===== src/rtl/coax_tx_sequencer_if.sv =====
// Host-side word handshake for the coax transmit sequencer.
// The host drives data/valid and the sequencer returns ready.
interface coax_tx_sequencer_if;
    logic [9:0] data;
    logic       valid;
    logic       ready;

    modport master (output data, output valid, input ready);
    modport slave  (input data, input valid, output ready);
endinterface


===== src/rtl/coax_tx_sequencer.sv =====
// Frame-level transmit controller for the 3270 coax line.
// A frame is a start sequence (5 quiesce bits plus a code violation), then one
// or more words, then an end sequence. Each word is a sync '1', 10 data bits
// MSB first, and, when COAX_TX_PARITY_EN is defined, an even-parity bit.
// Each bit drives ~b for the first half-period and b for the second.
// A one-word holding register lets the next word queue up while the current
// word is on the line, so back-to-back words share one frame.
module coax_tx_sequencer #(
    parameter int CLOCKS_PER_BIT = 8
) (
    input  logic                 clk,
    input  logic                 reset,
    coax_tx_sequencer_if.slave   bus,
    output logic                 tx,
    output logic                 active
);

    localparam int PHASE_W = $clog2(CLOCKS_PER_BIT) + 1;
    localparam logic [PHASE_W-1:0] PHASE_LAST = PHASE_W'(CLOCKS_PER_BIT - 1);
    localparam logic [PHASE_W-1:0] HALF_LAST  = PHASE_W'(CLOCKS_PER_BIT / 2 - 1);

    typedef enum logic [2:0] {
        ST_IDLE,
        ST_START,
        ST_CV,
        ST_SYNC,
        ST_DATA,
`ifdef COAX_TX_PARITY_EN
        ST_PARITY,
`endif
        ST_END
    } state_t;

    state_t               state, state_next;
    logic [PHASE_W-1:0]   phase;
    logic [3:0]           bit_cnt, bit_next;
    logic [2:0]           half_cnt, half_next;
    logic                 full;
    logic [9:0]           hold;
    logic [9:0]           shift;
`ifdef COAX_TX_PARITY_EN
    logic                 par;
`endif
    logic                 accept;
    logic                 load;
    logic                 word_done;
    logic                 bit_end;
    logic                 half_end;
    logic                 first_half;

    // Line level for one bit cell: inverted in the first half, true in the second.
    function automatic logic encode_bit(input logic b, input logic in_first_half);
        return in_first_half ? ~b : b;
    endfunction

    // Parity bit that makes the count of ones over word plus parity even.
    function automatic logic even_parity(input logic [9:0] w);
        return ^w;
    endfunction

    assign bus.ready  = ~full;
    assign accept     = bus.valid & ~full;
    assign bit_end    = (phase == PHASE_LAST);
    assign half_end   = bit_end | (phase == HALF_LAST);
    assign first_half = (phase <= HALF_LAST);

    // Control state: FSM state, bit timing counters and the holding-register flag.
    always_ff @(posedge clk) begin
        if (reset) begin
            state    <= ST_IDLE;
            phase    <= '0;
            bit_cnt  <= '0;
            half_cnt <= '0;
            full     <= 1'b0;
        end else begin
            state    <= state_next;
            bit_cnt  <= bit_next;
            half_cnt <= half_next;
            if (state == ST_IDLE || bit_end) begin
                phase <= '0;
            end else begin
                phase <= phase + PHASE_W'(1);
            end
            if (load) begin
                full <= 1'b0;
            end else if (accept) begin
                full <= 1'b1;
            end
        end
    end

    // Word datapath: capture on handshake, move to the shifter on SYNC entry.
    always_ff @(posedge clk) begin
        if (accept) begin
            hold <= bus.data;
        end
        if (load) begin
            shift <= hold;
`ifdef COAX_TX_PARITY_EN
            par   <= even_parity(hold);
`endif
        end else if (state == ST_DATA && bit_end) begin
            shift <= {shift[8:0], 1'b0};
        end
    end

    // Next-state, counter updates and line level for the current bit cell.
    always_comb begin
        state_next = state;
        bit_next   = bit_cnt;
        half_next  = half_cnt;
        load       = 1'b0;
        word_done  = 1'b0;
        tx         = 1'b0;
        active     = 1'b1;
        case (state)
            ST_IDLE: begin
                active = 1'b0;
                if (full) begin
                    state_next = ST_START;
                    bit_next   = '0;
                end
            end
            ST_START: begin
                tx = encode_bit(1'b1, first_half);
                if (bit_end) begin
                    if (bit_cnt == 4'd4) begin
                        state_next = ST_CV;
                        half_next  = '0;
                    end else begin
                        bit_next = bit_cnt + 4'd1;
                    end
                end
            end
            ST_CV: begin
                tx = (half_cnt >= 3'd3);
                if (half_end) begin
                    if (half_cnt == 3'd5) begin
                        state_next = ST_SYNC;
                        load       = 1'b1;
                    end else begin
                        half_next = half_cnt + 3'd1;
                    end
                end
            end
            ST_SYNC: begin
                tx = encode_bit(1'b1, first_half);
                if (bit_end) begin
                    state_next = ST_DATA;
                    bit_next   = '0;
                end
            end
            ST_DATA: begin
                tx = encode_bit(shift[9], first_half);
                if (bit_end) begin
                    if (bit_cnt == 4'd9) begin
`ifdef COAX_TX_PARITY_EN
                        state_next = ST_PARITY;
`else
                        word_done  = 1'b1;
`endif
                    end else begin
                        bit_next = bit_cnt + 4'd1;
                    end
                end
            end
`ifdef COAX_TX_PARITY_EN
            ST_PARITY: begin
                tx = encode_bit(par, first_half);
                if (bit_end) begin
                    word_done = 1'b1;
                end
            end
`endif
            ST_END: begin
                tx = (bit_cnt == 4'd0) ? encode_bit(1'b0, first_half) : 1'b1;
                if (bit_end) begin
                    if (bit_cnt == 4'd1) begin
                        state_next = ST_IDLE;
                    end else begin
                        bit_next = bit_cnt + 4'd1;
                    end
                end
            end
            default: begin
                state_next = ST_IDLE;
            end
        endcase
        // A queued word continues the frame; otherwise close it.
        if (word_done) begin
            if (full) begin
                state_next = ST_SYNC;
                load       = 1'b1;
            end else begin
                state_next = ST_END;
                bit_next   = '0;
            end
        end
    end

endmodule


===== src/flat_wrapper.sv =====
// flat-port wrapper written by rule: the top's interface ports become plain ports
module coax_tx_sequencer_flat 
#(
    parameter int CLOCKS_PER_BIT = 8
)
  (clk, reset, tx, active, bus_data, bus_valid, bus_ready);
  coax_tx_sequencer_if bus_i ();
  input  logic clk;
  input  logic reset;
  output logic tx;
  output logic active;
  input wire logic [$bits(bus_i.data)-1:0] bus_data;
  input wire logic [$bits(bus_i.valid)-1:0] bus_valid;
  output wire logic [$bits(bus_i.ready)-1:0] bus_ready;
  assign bus_i.data = bus_data;
  assign bus_i.valid = bus_valid;
  assign bus_ready = bus_i.ready;
  coax_tx_sequencer #(.CLOCKS_PER_BIT(CLOCKS_PER_BIT)) u_core (.clk(clk), .reset(reset), .bus(bus_i), .tx(tx), .active(active));
endmodule

===== config.mk =====
export PLATFORM = sky130hd
export DESIGN_NAME = coax_tx_sequencer_flat
export DESIGN_NICKNAME = d
export VERILOG_FILES = /design/src/rtl/coax_tx_sequencer_if.sv /design/src/rtl/coax_tx_sequencer.sv /design/src/flat_wrapper.sv
export SDC_FILE = /design/constraint.sdc
export NUM_CORES = 1
export LEC_CHECK = 0
export CAP_MARGIN = 30
export CORE_ASPECT_RATIO = 1.5
export CORE_UTILIZATION = 44
export DETAILED_ROUTE_END_ITERATION = 6
export DONT_BUFFER_PORTS = 1
export SYNTH_ARGS = -nofsm -noshare
export SYNTH_HDL_FRONTEND = slang
export SYNTH_SLANG_ARGS = --single-unit

===== constraint.sdc =====
create_clock -name clk -period 3.65 [get_ports clk]
set_clock_uncertainty 0.15 [all_clocks]
set_input_delay 0.1825 -clock clk [delete_from_list [all_inputs] [get_ports clk]]
set_output_delay 0.1825 -clock clk [all_outputs]
set_load 0.01 [all_outputs]

### After elaboration in Yosys (flattened, before gate mapping)

Cells that the tools add are included.

* bitwise logic cells: 4
* add/subtract/negate cells: 3
* equality and inequality tests: 24
* order comparisons: 2
* reductions and logical operators: 11
* muxes and demuxes: 43

Operators with widths (count)
* two-way mux 3 bit: 14
* two-way mux 4 bit: 10
* != test 3 x 1 -> 1 bit, second input constant: 8
* two-way mux 10 bit: 2
* one-hot mux 4 bit (5 select lines): 1
* one-hot mux 3 bit (6 select lines): 1
* two-way mux 1 bit: 13
* equality test 3 bit, second input constant: 3
* AND reduction 9 bit: 1
* adder 4 x 1 -> 4 bit, second input constant: 2
* equality test 4 x 3 -> 1 bit, second input constant: 2
* != test 2 x 1 -> 1 bit, second input constant: 4
* equality test 3 x 2 -> 1 bit, second input constant: 2
* one-hot mux 3 bit (2 select lines): 1
* OR reduction 2 bit: 3
* AND reduction 5 bit: 1
* equality test 4 x 1 -> 1 bit, second input constant: 1
* equality test 4 x 2 -> 1 bit, second input constant: 1
* equality test 4 bit, second input constant: 1
* less-or-equal comparator 4 x 2 -> 1 bit, second input constant: 1
* zero test 4 bit: 1
* one-hot mux 1 bit (4 select lines): 1
* nonzero test 2 bit: 2
* adder 3 x 1 -> 3 bit, second input constant: 1
* 9 further kinds: 10

* bits in registers: 35
* word-level logic and storage cells: 94

### Longest topological paths before layout

* depth in word-level cells: 7
* depth in mapped cells: 8

### Worst setup path after synthesis

No wires, ideal clock.

* kind: flip-flop to flip-flop
* start: register u_core.state[2]
* end: register u_core.shift[0], enable pin
* slack: 1.365 ns
* path buffers: 2
* cell stages (with the launch flop): 8
* setup time: 0.379 ns
* data required time: 3.121 ns
* arrival time: 1.756 ns
* path through: dfxtp_1 buf_4 or3b_1 nor4_2 nand2_1 o21ai_2 buf_6 o21bai_1

* cells in the longest elaborated chain, start to end: 5
* elaborated cells between the ends (all ways): 8
* those cells by class: eq/ne (2); mux (4); reduce/logical (2)

RTL lines
* start: declaration: RTL line coax_tx_sequencer.sv:34 `state_t state, state_next;`
* start signal: assignment: RTL line coax_tx_sequencer.sv:76 `state <= state_next;`
* equality test 3 x 2 -> 1 bit: RTL line coax_tx_sequencer.sv:116 `case (state)`
* two-way mux 1 bit: RTL line coax_tx_sequencer.sv:116
* two-way mux 1 bit: RTL line coax_tx_sequencer.sv:191 `if (full) begin`
* two-way mux 1 bit: RTL line coax_tx_sequencer.sv:190 `if (word_done) begin`
* nonzero test 2 bit (no source line) *
* end signal: assignment: RTL line coax_tx_sequencer.sv:98 `shift <= hold;`
* end signal: assignment: RTL line coax_tx_sequencer.sv:103 `shift <= {shift[8:0], 1'b0};`
* end: declaration: RTL line coax_tx_sequencer.sv:40 `logic [9:0] shift;`

Every way passes the cells marked *; elsewhere a longest branch is shown, timed or not.
A chain may end at the register's enable or synchronous reset.

### Final worst setup path

* start: register u_core.state[2]
* end: register u_core.shift[3], enable pin

The elaborated chain is that of the path after synthesis.

==> impl_metrics.py <==
metrics = {
    "worst_setup_path": {
        "critPathArrivalTime_ns": 2.65,
        "r2r_slack_ns": 0.77,
        "reg2reg_depth": 5,
        "end_kind": "flip-flop",
        "cp-startpoint": "u_core.state[2]",
        "r2r_start": "u_core.state[2]",
        "crit-reg2reg-capture": "u_core.shift[3]",
        "path_max_fanout": 18,
        "cp-start-kind": "flip-flop",
        "critPathRequiredTime_ns": 3.42,
        "path_class": "reg -> reg",
        "crit_end": "u_core.shift[3]",
    },
    "clock_tree": {
        "cts_tree": "built",
        "cts_sinks": 35,
        "cts_buffer_depth": 2,
        "insertion_delay_ns": 0.29,
        "h-tree-depth": 2,
        "root_buffer": "clkbuf_8",
        "cts_buffers": 5,
        "cts.clk_slew.worst_paths_ns": 0.08,
        "cts_resized": 0,
    },
    "synthesis": {
        "ys.warnings.count": 0,
        "synth_top_area_share_pct": 31.8,
        "syn-num-nets": 198,
        "yosysTopAreaCell": "edfxtp_1",
        "synthAdderAreaFrac_pct": 4.64,
        "synth.most_common_cell": "edfxtp_1",
        "synthFlopType": "edfxtp_1",
        "synth-edff-count": 20,
        "synth_commonest_cells": "edfxtp_1, dfxtp_1, nor2_1",
        "syn_area_per_cell_um2": 10.6,
        "ys_seq_area_share_pct": 47.7,
        "ys_top_cells_by_area": "edfxtp_1, dfxtp_1, ha_1, mux2_1, nor2_1",
        "synthSimpleGateAreaFrac_pct": 19.0,
        "netlist_area_um2": 1890,
        "ys_types": 50,
        "synth_compound_area_share_pct": 13.3,
        "synth_xor_area_share_pct": 2.32,
        "async_flop_share_pct": 0,
        "netlist_instances": 178,
        "synth_top_family_by_area": "simple AND/OR/NAND/NOR gates",
        "synth_mux_area_share_pct": 8.02,
        "ys_ff_latch": 35,
    },
    "timing": {
        "slew_violations": 0,
        "worst_slew_pin_slew_ns": 0.871,
        "worst_hold_slack_ns": 0.0807,
        "post-route-min-period_ns": 2.88,
        "max_slew_margin_pct": 41.8,
        "fmax_ghz": 0.347,
        "finalSetupViolations": 0,
        "fin_tns_setup_ns": 0,
        "rsz0062_at_grt": "no",
        "finalHoldViolations": 0,
        "fin_ws_ns": 0.767,
        "fin_crit_sh_pct": 79.0,
    },
    "global_routing": {
        "grt_pass1_wl_um": 6070,
        "grt_pass1_vias": 1416,
        "grtUsageTotal_pct": 17.5,
        "grt_remaining_overflow": 0,
        "grt_max_degree": 21,
        "antenna_found_initial": 0,
    },
    "floorplanning": {
        "io-pin-count": 16,
        "num_rows": 28,
        "start_util_pct": 46.8,
        "die_area_um2": 4560,
        "die_h_um": 82.2,
        "core_area_um2": 4030,
        "die_w_um": 55.5,
    },
    "route": {
        "drt_pass1_iterations": 4,
        "wirelength_um": 3620,
        "route.met3.wl_um": 121,
        "ant_nets": 0,
        "met1_length_um": 1480,
        "top_layer_used": "met4",
        "route.vias.total": 1352,
        "avgViaCountPerCell": 5.80,
        "drt-wirelength-per-cell_um": 15.5,
        "met2_length_um": 1920,
        "drc": 0,
        "drtIter0Drc": 31,
    },
    "pwr": {
        "p_switching_w": 0.000290,
        "p_per_area_nw_per_um2": 449,
        "p_int_w": 0.000651,
        "p_leak_nw": 0.739,
        "pwr-share-seq_pct": 51.3,
        "switching_share_pct": 30.8,
        "p_comb_share_pct": 18.6,
        "ir_worst_vdd_v": 0.000291,
        "power.share.clock_pct": 30.1,
    },
    "flow_run": {
        "cap_violations": 0,
    },
    "placed_design": {
        "hpwl_um": 2540,
        "place_ws_ns": 0.761,
        "place_area_um2": 1880,
        "gp_congestion": 0.876,
        "numPortBuffers": 0,
    },
    "outcome": {
        "status": "finished, final reports clean",
    },
    "cells_and_area": {
        "syn_to_final_growth_pct": 10.9,
        "n_antenna_cell": 0,
        "multi_input_area_um2": 893,
        "fillers": 357,
        "final_area_um2": 2090,
        "regArea_um2": 901,
        "drive_above_1_share_pct": 10.1,
        "nets": 207,
    },
    "min_path": {
        "holdCritPathClass": "in -> reg",
    },
}
## registers in the layout (all words and copies together) (netlist names)
| signal | cells |
|---|---|
| u_core.shift | 10 |
| u_core.half_cnt | 3 |
| u_core.phase | 4 |
| u_core.full | 1 |
| u_core.state | 3 |
| u_core.hold | 10 |
| u_core.bit_cnt | 4 |
## layout make-up
cell class | instances | area share, %
timing repair buffer | 12 | 5.74
inverter | 9 | 1.61
sequential | 35 | 43.0
clock inverter | 3 | 0.956
tap | 45 | 2.69
clock buffer | 5 | 3.29
multi-input combinational | 124 | 42.7
## worst max-delay path, cell delays in order (launching register included)
cell	delay [ns]
dfxtp_1	0.68
or3b_1	0.46
nor4_2	0.38
nand2_1	0.12
o21ai_2	0.23
o21bai_1	0.48
## logic make-up (layout without fill, tap and decap cells)
group                    count (synthesis)  in the layout
buffers and inverters                   19             29
AO/OA/AOI/OAI                           38             38
flip-flops                              35             35
adder cells (fa/ha/maj)                  7              7
AND/OR/NAND/NOR                         61             61
XOR/XNOR                                 5              5
multiplexers                            13             13
## routing by layer
metal	track usage (%)	vias to the layer above
li1	-	663
met1	18.1	647
met2	32.8	32
met3	3.89	10
met4	9.75	0
met5	0	-
## through the flow
step,utilization (%),power [W],std cells
2_1_floorplan,-,0.000622,178
3_3_place_gp,46.8,0.000650,213
3_5_place_dp,46.8,0.000652,213
4_1_cts,52.0,0.000946,233
5_1_grt,52.0,0.000983,233
6_report,52.0,0.000941,233
## worst min-delay path by stage
stage,from,cells past startpoint,endpoint,slack (ns)
floorplan,bus_data[0],0,u_core.hold[0],0.13
global placement,reset,1,u_core.half_cnt[0],0.10
detailed placement,reset,1,u_core.half_cnt[0],0.11
CTS,reset,2,u_core.state[1],0.08
global route,reset,2,u_core.state[1],0.08
finish,reset,2,u_core.state[1],0.08
## cell usage in the layout, fill, tap and decap left out, types with 6 or more instances in the layout
cell type	netlist	routed
nand2_1	7	7
dlygate4sd3_1	0	12
a21oi_1	8	8
ha_1	7	7
nor3_1	7	7
nand2b_1	6	6
mux2_1	7	7
dfxtp_1	15	15
nor2_1	15	15
inv_1	8	8
edfxtp_1	20	20
o21ai_0	9	9
## what timing repair did
action / 4_1_cts / 5_1_grt
hold buffers: 12 / 0
hold endpoints to repair: 24 / 0
buffers inserted: 0 / 0
## power by group through the flow
stage / combinational [W] / sequential [W] / clock, W
floorplan: 0.000165 / 0.000456 / 0
global placement: 0.000162 / 0.000488 / 0
detailed placement: 0.000162 / 0.000490 / 0
CTS: 0.000174 / 0.000480 / 0.000291
global route: 0.000196 / 0.000487 / 0.000300
finish: 0.000175 / 0.000482 / 0.000284
(Power assumes the default switching activity.)
